$ cat src/rtl/memory_stage_pkg.sv
// Shared definitions for the pd4 memory-access stage: FSM states,
// funct3 access-size encodings and writeback select encodings.
package memstage_pkg;

    typedef enum logic [1:0] {
        IDLE = 2'd0,
        REQ  = 2'd1,
        WAIT = 2'd2,
        DONE = 2'd3
    } mem_state_e;

    localparam logic [2:0] F3_B  = 3'b000;
    localparam logic [2:0] F3_H  = 3'b001;
    localparam logic [2:0] F3_W  = 3'b010;
    localparam logic [2:0] F3_BU = 3'b100;
    localparam logic [2:0] F3_HU = 3'b101;

    // Writeback result select, shared with decode and writeback
    localparam logic [1:0] WB_ALU = 2'd0;
    localparam logic [1:0] WB_MEM = 2'd1;
    localparam logic [1:0] WB_PC4 = 2'd2;
    localparam logic [1:0] WB_OFF = 2'd3;

    // Loads accept B/H/W/BU/HU; stores have no unsigned forms
    function automatic logic f3_legal(input logic [2:0] f3, input logic is_store);
        logic ok;
        if (is_store) begin
            ok = (f3 == F3_B) || (f3 == F3_H) || (f3 == F3_W);
        end else begin
            ok = (f3 == F3_B) || (f3 == F3_H) || (f3 == F3_W) ||
                 (f3 == F3_BU) || (f3 == F3_HU);
        end
        return ok;
    endfunction

endpackage

$ cat src/rtl/mem_align.sv
// Combinational lane steering: store byte enables and replicated store
// data, plus load lane extraction with sign or zero extension.
module mem_align
    import memstage_pkg::*;
#(
    parameter int DWIDTH = 32
) (
    input  logic [1:0]        byte_off,
    input  logic [2:0]        funct3,
    input  logic              is_store,
    input  logic [DWIDTH-1:0] store_data,
    input  logic [DWIDTH-1:0] load_raw,
    output logic [3:0]        be,
    output logic [DWIDTH-1:0] wdata,
    output logic [DWIDTH-1:0] load_data
);

    logic [DWIDTH-1:0] lane;

    // Replicate store data across lanes so the enables alone pick the bytes,
    // and shift the addressed load lane down to bit 0 before extending
    always_comb begin
        lane      = load_raw >> {byte_off, 3'b000};
        be        = 4'b1111;
        wdata     = store_data;
        load_data = lane;
        if (is_store) begin
            case (funct3[1:0])
                2'b00: begin
                    be    = 4'b0001 << byte_off;
                    wdata = {4{store_data[7:0]}};
                end
                2'b01: begin
                    be    = 4'b0011 << byte_off;
                    wdata = {2{store_data[15:0]}};
                end
                default: begin
                    be    = 4'b1111;
                    wdata = store_data;
                end
            endcase
        end
        case (funct3)
            F3_B:    load_data = {{(DWIDTH-8){lane[7]}}, lane[7:0]};
            F3_H:    load_data = {{(DWIDTH-16){lane[15]}}, lane[15:0]};
            F3_BU:   load_data = {{(DWIDTH-8){1'b0}}, lane[7:0]};
            F3_HU:   load_data = {{(DWIDTH-16){1'b0}}, lane[15:0]};
            default: load_data = lane;
        endcase
    end

endmodule

$ cat src/rtl/memory_stage.sv
// pd4 memory-access stage: turns loads/stores into a req/gnt/rvalid
// transaction, stalls upstream until the access completes, and hands
// extended load data to writeback alongside the passed-through pc/ALU result.
module memory_stage
    import memstage_pkg::*;
#(
    parameter int DWIDTH = 32,
    parameter int AWIDTH = 32
) (
    input  logic              clk,
    input  logic              reset_n,
    input  logic              valid_i,
    input  logic [AWIDTH-1:0] pc_i,
    input  logic [DWIDTH-1:0] alu_res_i,
    input  logic [DWIDTH-1:0] rs2_data_i,
    input  logic              memren_i,
    input  logic              memwen_i,
    input  logic [2:0]        funct3_i,
    output logic              dmem_req_o,
    output logic              dmem_we_o,
    output logic [AWIDTH-1:0] dmem_addr_o,
    output logic [DWIDTH-1:0] dmem_wdata_o,
    output logic [3:0]        dmem_be_o,
    input  logic              dmem_gnt_i,
    input  logic              dmem_rvalid_i,
    input  logic [DWIDTH-1:0] dmem_rdata_i,
    output logic [AWIDTH-1:0] pc_o,
    output logic [DWIDTH-1:0] alu_res_o,
    output logic [DWIDTH-1:0] memory_data_o,
    output logic              done_o,
    output logic              stall_o,
    output logic              access_err_o
);

    mem_state_e        state_q, state_d;
    logic [AWIDTH-1:0] addr_q;
    logic [DWIDTH-1:0] wdata_q;
    logic [DWIDTH-1:0] rdata_q;
    logic [2:0]        f3_q;
    logic              we_q;

    logic              mem_op;
    logic              misaligned;
    logic              illegal;
    logic              latch_en;
    logic              capture_en;
    logic              done_c;
    logic              stall_c;
    logic              err_c;

    logic [3:0]        align_be;
    logic [DWIDTH-1:0] align_wdata;
    logic [DWIDTH-1:0] align_load;

    // Upstream holds its inputs during a stall, so these are plain wires
    assign pc_o      = pc_i;
    assign alu_res_o = alu_res_i;

    // Alignment works on the latched fields so REQ outputs stay stable
    mem_align #(.DWIDTH(DWIDTH)) u_align (
        .byte_off   (addr_q[1:0]),
        .funct3     (f3_q),
        .is_store   (we_q),
        .store_data (wdata_q),
        .load_raw   (dmem_rdata_i),
        .be         (align_be),
        .wdata      (align_wdata),
        .load_data  (align_load)
    );

    // Decode legality of the incoming op; a set store enable wins over load
    always_comb begin
        mem_op     = memren_i | memwen_i;
        misaligned = ((funct3_i[1:0] == 2'b01) && alu_res_i[0]) ||
                     ((funct3_i[1:0] == 2'b10) && (alu_res_i[1:0] != 2'b00));
        illegal    = !f3_legal(funct3_i, memwen_i) || misaligned;
    end

    // Next-state and output logic; handshake outputs are forced low in reset
    always_comb begin
        state_d       = state_q;
        latch_en      = 1'b0;
        capture_en    = 1'b0;
        done_c        = 1'b0;
        stall_c       = 1'b0;
        err_c         = 1'b0;
        dmem_req_o    = 1'b0;
        dmem_we_o     = 1'b0;
        dmem_addr_o   = '0;
        dmem_wdata_o  = '0;
        dmem_be_o     = 4'b0000;
        memory_data_o = '0;
        case (state_q)
            IDLE: begin
                if (valid_i) begin
                    if (!mem_op) begin
                        done_c = 1'b1;
                    end else if (illegal) begin
                        err_c  = 1'b1;
                        done_c = 1'b1;
                    end else begin
                        stall_c  = 1'b1;
                        latch_en = 1'b1;
                        state_d  = REQ;
                    end
                end
            end
            REQ: begin
                stall_c      = 1'b1;
                dmem_req_o   = 1'b1;
                dmem_we_o    = we_q;
                dmem_addr_o  = {addr_q[AWIDTH-1:2], 2'b00};
                dmem_wdata_o = we_q ? align_wdata : '0;
                dmem_be_o    = align_be;
                if (dmem_gnt_i) begin
                    if (we_q) begin
                        state_d = DONE;
                    end else if (dmem_rvalid_i) begin
                        capture_en = 1'b1;
                        state_d    = DONE;
                    end else begin
                        state_d = WAIT;
                    end
                end
            end
            WAIT: begin
                stall_c = 1'b1;
                if (dmem_rvalid_i) begin
                    capture_en = 1'b1;
                    state_d    = DONE;
                end
            end
            DONE: begin
                done_c        = 1'b1;
                memory_data_o = rdata_q;
                state_d       = IDLE;
            end
            default: state_d = IDLE;
        endcase
        done_o       = done_c & reset_n;
        stall_o      = stall_c & reset_n;
        access_err_o = err_c & reset_n;
    end

    // State register and capture registers; reset abandons any access
    always_ff @(posedge clk or negedge reset_n) begin
        if (!reset_n) begin
            state_q <= IDLE;
            addr_q  <= '0;
            wdata_q <= '0;
            rdata_q <= '0;
            f3_q    <= 3'b000;
            we_q    <= 1'b0;
        end else begin
            state_q <= state_d;
            if (latch_en) begin
                addr_q  <= alu_res_i;
                wdata_q <= rs2_data_i;
                f3_q    <= funct3_i;
                we_q    <= memwen_i;
                rdata_q <= '0;
            end
            if (capture_en) begin
                rdata_q <= align_load;
            end
        end
    end

endmodule

$ cat config.mk
export PLATFORM = sky130hd
export DESIGN_NAME = memory_stage
export DESIGN_NICKNAME = d
export VERILOG_FILES = /design/src/rtl/memory_stage_pkg.sv /design/src/rtl/mem_align.sv /design/src/rtl/memory_stage.sv
export SDC_FILE = /design/constraint.sdc
export NUM_CORES = 1
export LEC_CHECK = 0
export ABC_CLOCK_PERIOD_IN_PS = 2220
export CAP_MARGIN = 30
export CELL_PAD_IN_SITES_DETAIL_PLACEMENT = 0
export CELL_PAD_IN_SITES_GLOBAL_PLACEMENT = 1
export CORE_ASPECT_RATIO = 1.4
export CORE_UTILIZATION = 29
export DETAILED_ROUTE_END_ITERATION = 16
export PLACE_DENSITY_LB_ADDON = 0.1
export SLEW_MARGIN = 15
export SYNTH_ARGS = -nofsm -noshare
export SYNTH_HDL_FRONTEND = slang
export SYNTH_HIERARCHICAL = 1
export SYNTH_SLANG_ARGS = --single-unit
export TNS_END_PERCENT = 50
$ cat constraint.sdc
create_clock -name clk -period 2.22 [get_ports clk]
set_input_delay 0.444 -clock clk [delete_from_list [all_inputs] [get_ports clk]]
set_output_delay 0.444 -clock clk [all_outputs]
set_load 0.02 [all_outputs]
==> impl_metrics.csv <==
group,metric,value,unit
drt,drt-met1-wl,9.170,mm
layout,finalNetCount,1188,
sta,setup_viol_count_final,7,
power,combPwrFrac,0.577,
power,finalPower,11940,µW
drt,viasPerCell,4.653,
power,clock_power_share,0.142,
drt,met3WireLength,1.375,mm
power,p_per_area,1243,nW/µm²
synthesis,ys_warn_count,6,
drt,postRouteAntennaNets,0,
synthesis,yosysTopAreaCell,"dfrtp_1",
placed_design,post-dp-hpwl,15.65,mm
floorplan,num_rows,64,
power,power_switching,5035,µW
clocking,clk_latency,0.35,ns
sta,hold_viol,0,
synthesis,syn_inst,845,
worst_setup_path,rrSetupSlack,0.26,ns
sta,final.period_utilization,1.034,
sta,period_needed,2.296,ns
synthesis,ys.flop_type,"dfrtp_1",
worst_setup_path,ff2ff_path_depth,9,
placed_design,io_buffers,240,
sta,maxSlewViolCount,0,
worst_setup_path,worst-setup-path-type,"reg -> out",
sta,rsz0062_at_grt,"true",
flow_run,cap_violations,0,
drt,vias,6263,
worst_setup_path,endpoint_kind,"primary output",
sta,worst_slew_margin_rel,0.4617,
floorplan,die_w,128.8,µm
worst_setup_path,timing.rr.start,"state_q[0]",
power,p_leak,0.004815,µW
layout,diodes,0,
synthesis,synth.avg_cell_area,7.728,µm²
sta,setup_ws,-0.07627,ns
min_path,min_path_type,"in -> async",
run_status,outcome,"finished, violations left",
layout,drive_gt1_frac,0.2450,
sta,hold_ws,0.08636,ns
power,p_seq_frac,0.281,
synthesis,seq_area_frac_synth,0.3909,
run_status,violations,"negative setup slack",
drt,met2WireLength,11.90,mm
floorplan,core_area,21940,µm²
drt,wire_per_inst,17.09,µm
floorplan,start_util,0.2976,
global_routing,grt_overflow,0,
synthesis,ys_seq_elements,102,
global_routing,grt_max_degree,69,
worst_setup_path,cp_max_fo,7,
synthesis,synthTopCellsByArea,"dfrtp_1 39%, nand2_1 18%, buf_4 8.7%",
global_routing,grt_first_pass_wirelength,34.65,mm
worst_setup_path,worstPathArrival,1.85,ns
placed_design,globalplace.congestion,0.8097,
synthesis,synthDistinctLibCells,41,
power,internal-power,6904,µW
drt,routed_wl,23.00,mm
drt,dr.pass1.iters,4,
drt,drtIter0Drc,230,
floorplan,io-pin-count,307,
synthesis,synth-async-reset-ratio,1.000,
clocking,clk_pin_slew,0.08,ns
clocking,cts_root_buffer,"clkbuf_16",
clocking,clockBufferDepth,2,
clocking,cts_max_level,3,
synthesis,yosysMostFrequentCell,"nand2_1",
global_routing,grt.total_usage,0.1936,
floorplan,die_area,23130,µm²
power,irDropWorstVdd,481.0,µV
worst_setup_path,reg2reg_to,"rdata_q[13]",
drt,drc_errors,0,
power,swShare,0.4217,
drt,top_layer,"met4",
layout,synthToLayoutAreaGrowth,47.12,%
global_routing,grt_pass1_vias,6312,
synthesis,synth.top_cell.area_share,0.3909,
synthesis,synth_top_cells_by_count,"317 x nand2_1, 102 x dfrtp_1, 76 x buf_4, 68 x and2_1, 40 x clkbuf_1",
synthesis,syn_area,6530,µm²
clocking,cts_buffers,9,
worst_setup_path,required,1.78,ns
clocking,clock_sinks,102,
sta,fmax,435.5,MHz
worst_setup_path,worstSetupStartpointType,"flop",
sta,finClkSkew,0.008047,ns
sta,worst_pin_slew,0.8074,ns
floorplan,die_y,179.6,µm
layout,n_fill_cell,2341,
global_routing,antenna_found_initial,0,
clocking,cts_tree,"done",
sta,fin_setup_tns,-0.4600,ns
synthesis,synth-edff-count,0,
power groups by stage:
stage                     clock network, µW  registers (µW)  logic [µW]
after floorplan                           0            3160        3960
after global placement                    0            3340        6290
after detailed placement                  0            3360        6300
after CTS                              1780            3350        6400
after global routing                   1850            3480        7590
final                                  1700            3350        6890
metal layers:
metal  vias to the layer above  global-route usage
li1                       3069                   -
met1                      2953              0.2252
met2                       213              0.3438
met3                        28             0.04851
met4                         0             0.05835
met5                         -                   0
state kept, by name, indices dropped and copies added (netlist names):
signal   count
we_q         1
f3_q         3
wdata_q     32
rdata_q     32
state_q      2
addr_q      32
critical path, cell delays in order, from the launching register on:
cell and delay (ns):
dfrtp_1 0.40, nor2_2 0.14, and2_4 0.24, buf_4 0.13, mux2_4 0.29, and3_4 0.18
buf_6 0.13
area by class of cell:
cell class / count / area (µm²) / area share
multi-input combinational: 610 / 3368 / 0.3506
timing repair buffer: 316 / 2989 / 0.3111
clock inverter: 7 / 80.08 / 0.008336
inverter: 5 / 18.77 / 0.001954
clock buffer: 9 / 225.2 / 0.02344
tap: 297 / 371.6 / 0.03868
sequential: 102 / 2554 / 0.2658
worst max-delay path by stage:
| stage | to | startpoint | cells after the start | slack (ns) |
|---|---|---|---|---|
| floorplan | stall_o | funct3_i[0] | 5 | 0.02 |
| global placement | stall_o | funct3_i[0] | 6 | -0.81 |
| detailed placement | stall_o | funct3_i[0] | 6 | -0.78 |
| CTS | dmem_wdata_o[15] | f3_q[0] | 6 | -0.14 |
| global route | dmem_wdata_o[14] | f3_q[1] | 6 | -0.14 |
| finish | dmem_wdata_o[14] | f3_q[1] | 6 | -0.08 |
cell usage in the layout (no fill, tap or decap), types with 7 or more instances in the layout:
master	count
clkbuf_16	14
a211oi_1	7
clkbuf_2	8
and3_4	13
and3_1	19
dfrtp_1	101
mux2i_1	17
nor2_1	9
nand3_1	34
mux2_2	11
or2_2	8
buf_6	30
and2_1	67
o21ai_0	11
nand2_1	317
mux2_4	8
a21oi_1	23
buf_12	9
nand4_1	16
buf_4	65
clkdlybuf4s15_2	25
nor2b_1	11
buf_2	41
clkdlybuf4s50_1	129
logic make-up after synthesis:
logic type	Yosys count	share of synthesized area
other	1	0.0005743
buffers and inverters	134	0.1249
adders and majority gates	6	0.01150
and+or+nand+nor	508	0.3575
AOI/OAI and AO/OA	57	0.05442
xor gates and xnor gates	1	0.001341
muxes	36	0.05882
DFF	102	0.3909
stage by stage:
step                setup slack [ns]  utilization  std cells  cell area, µm²
global placement             -0.8059       0.4121       1310            9042
global route                 -0.1391       0.4378       1346            9607
detailed placement           -0.7829       0.4121       1310            9042
floorplan                    0.02154            -        846            6539
finish                      -0.07627       0.4378       1346            9607
CTS                          -0.1400       0.4324       1333            9488
repair_timing:
| action | CTS | global route |
|---|---|---|
| resized for setup | 361 | 117 |
| cloned | 0 | 7 |
| buffers inserted | 8 | 6 |
| hold buffers | 0 | 0 |
| pin swaps | 5 | 6 |
| endpoints found under the setup margin | 167 | 92 |
Power figures use the tool's default switching activity.
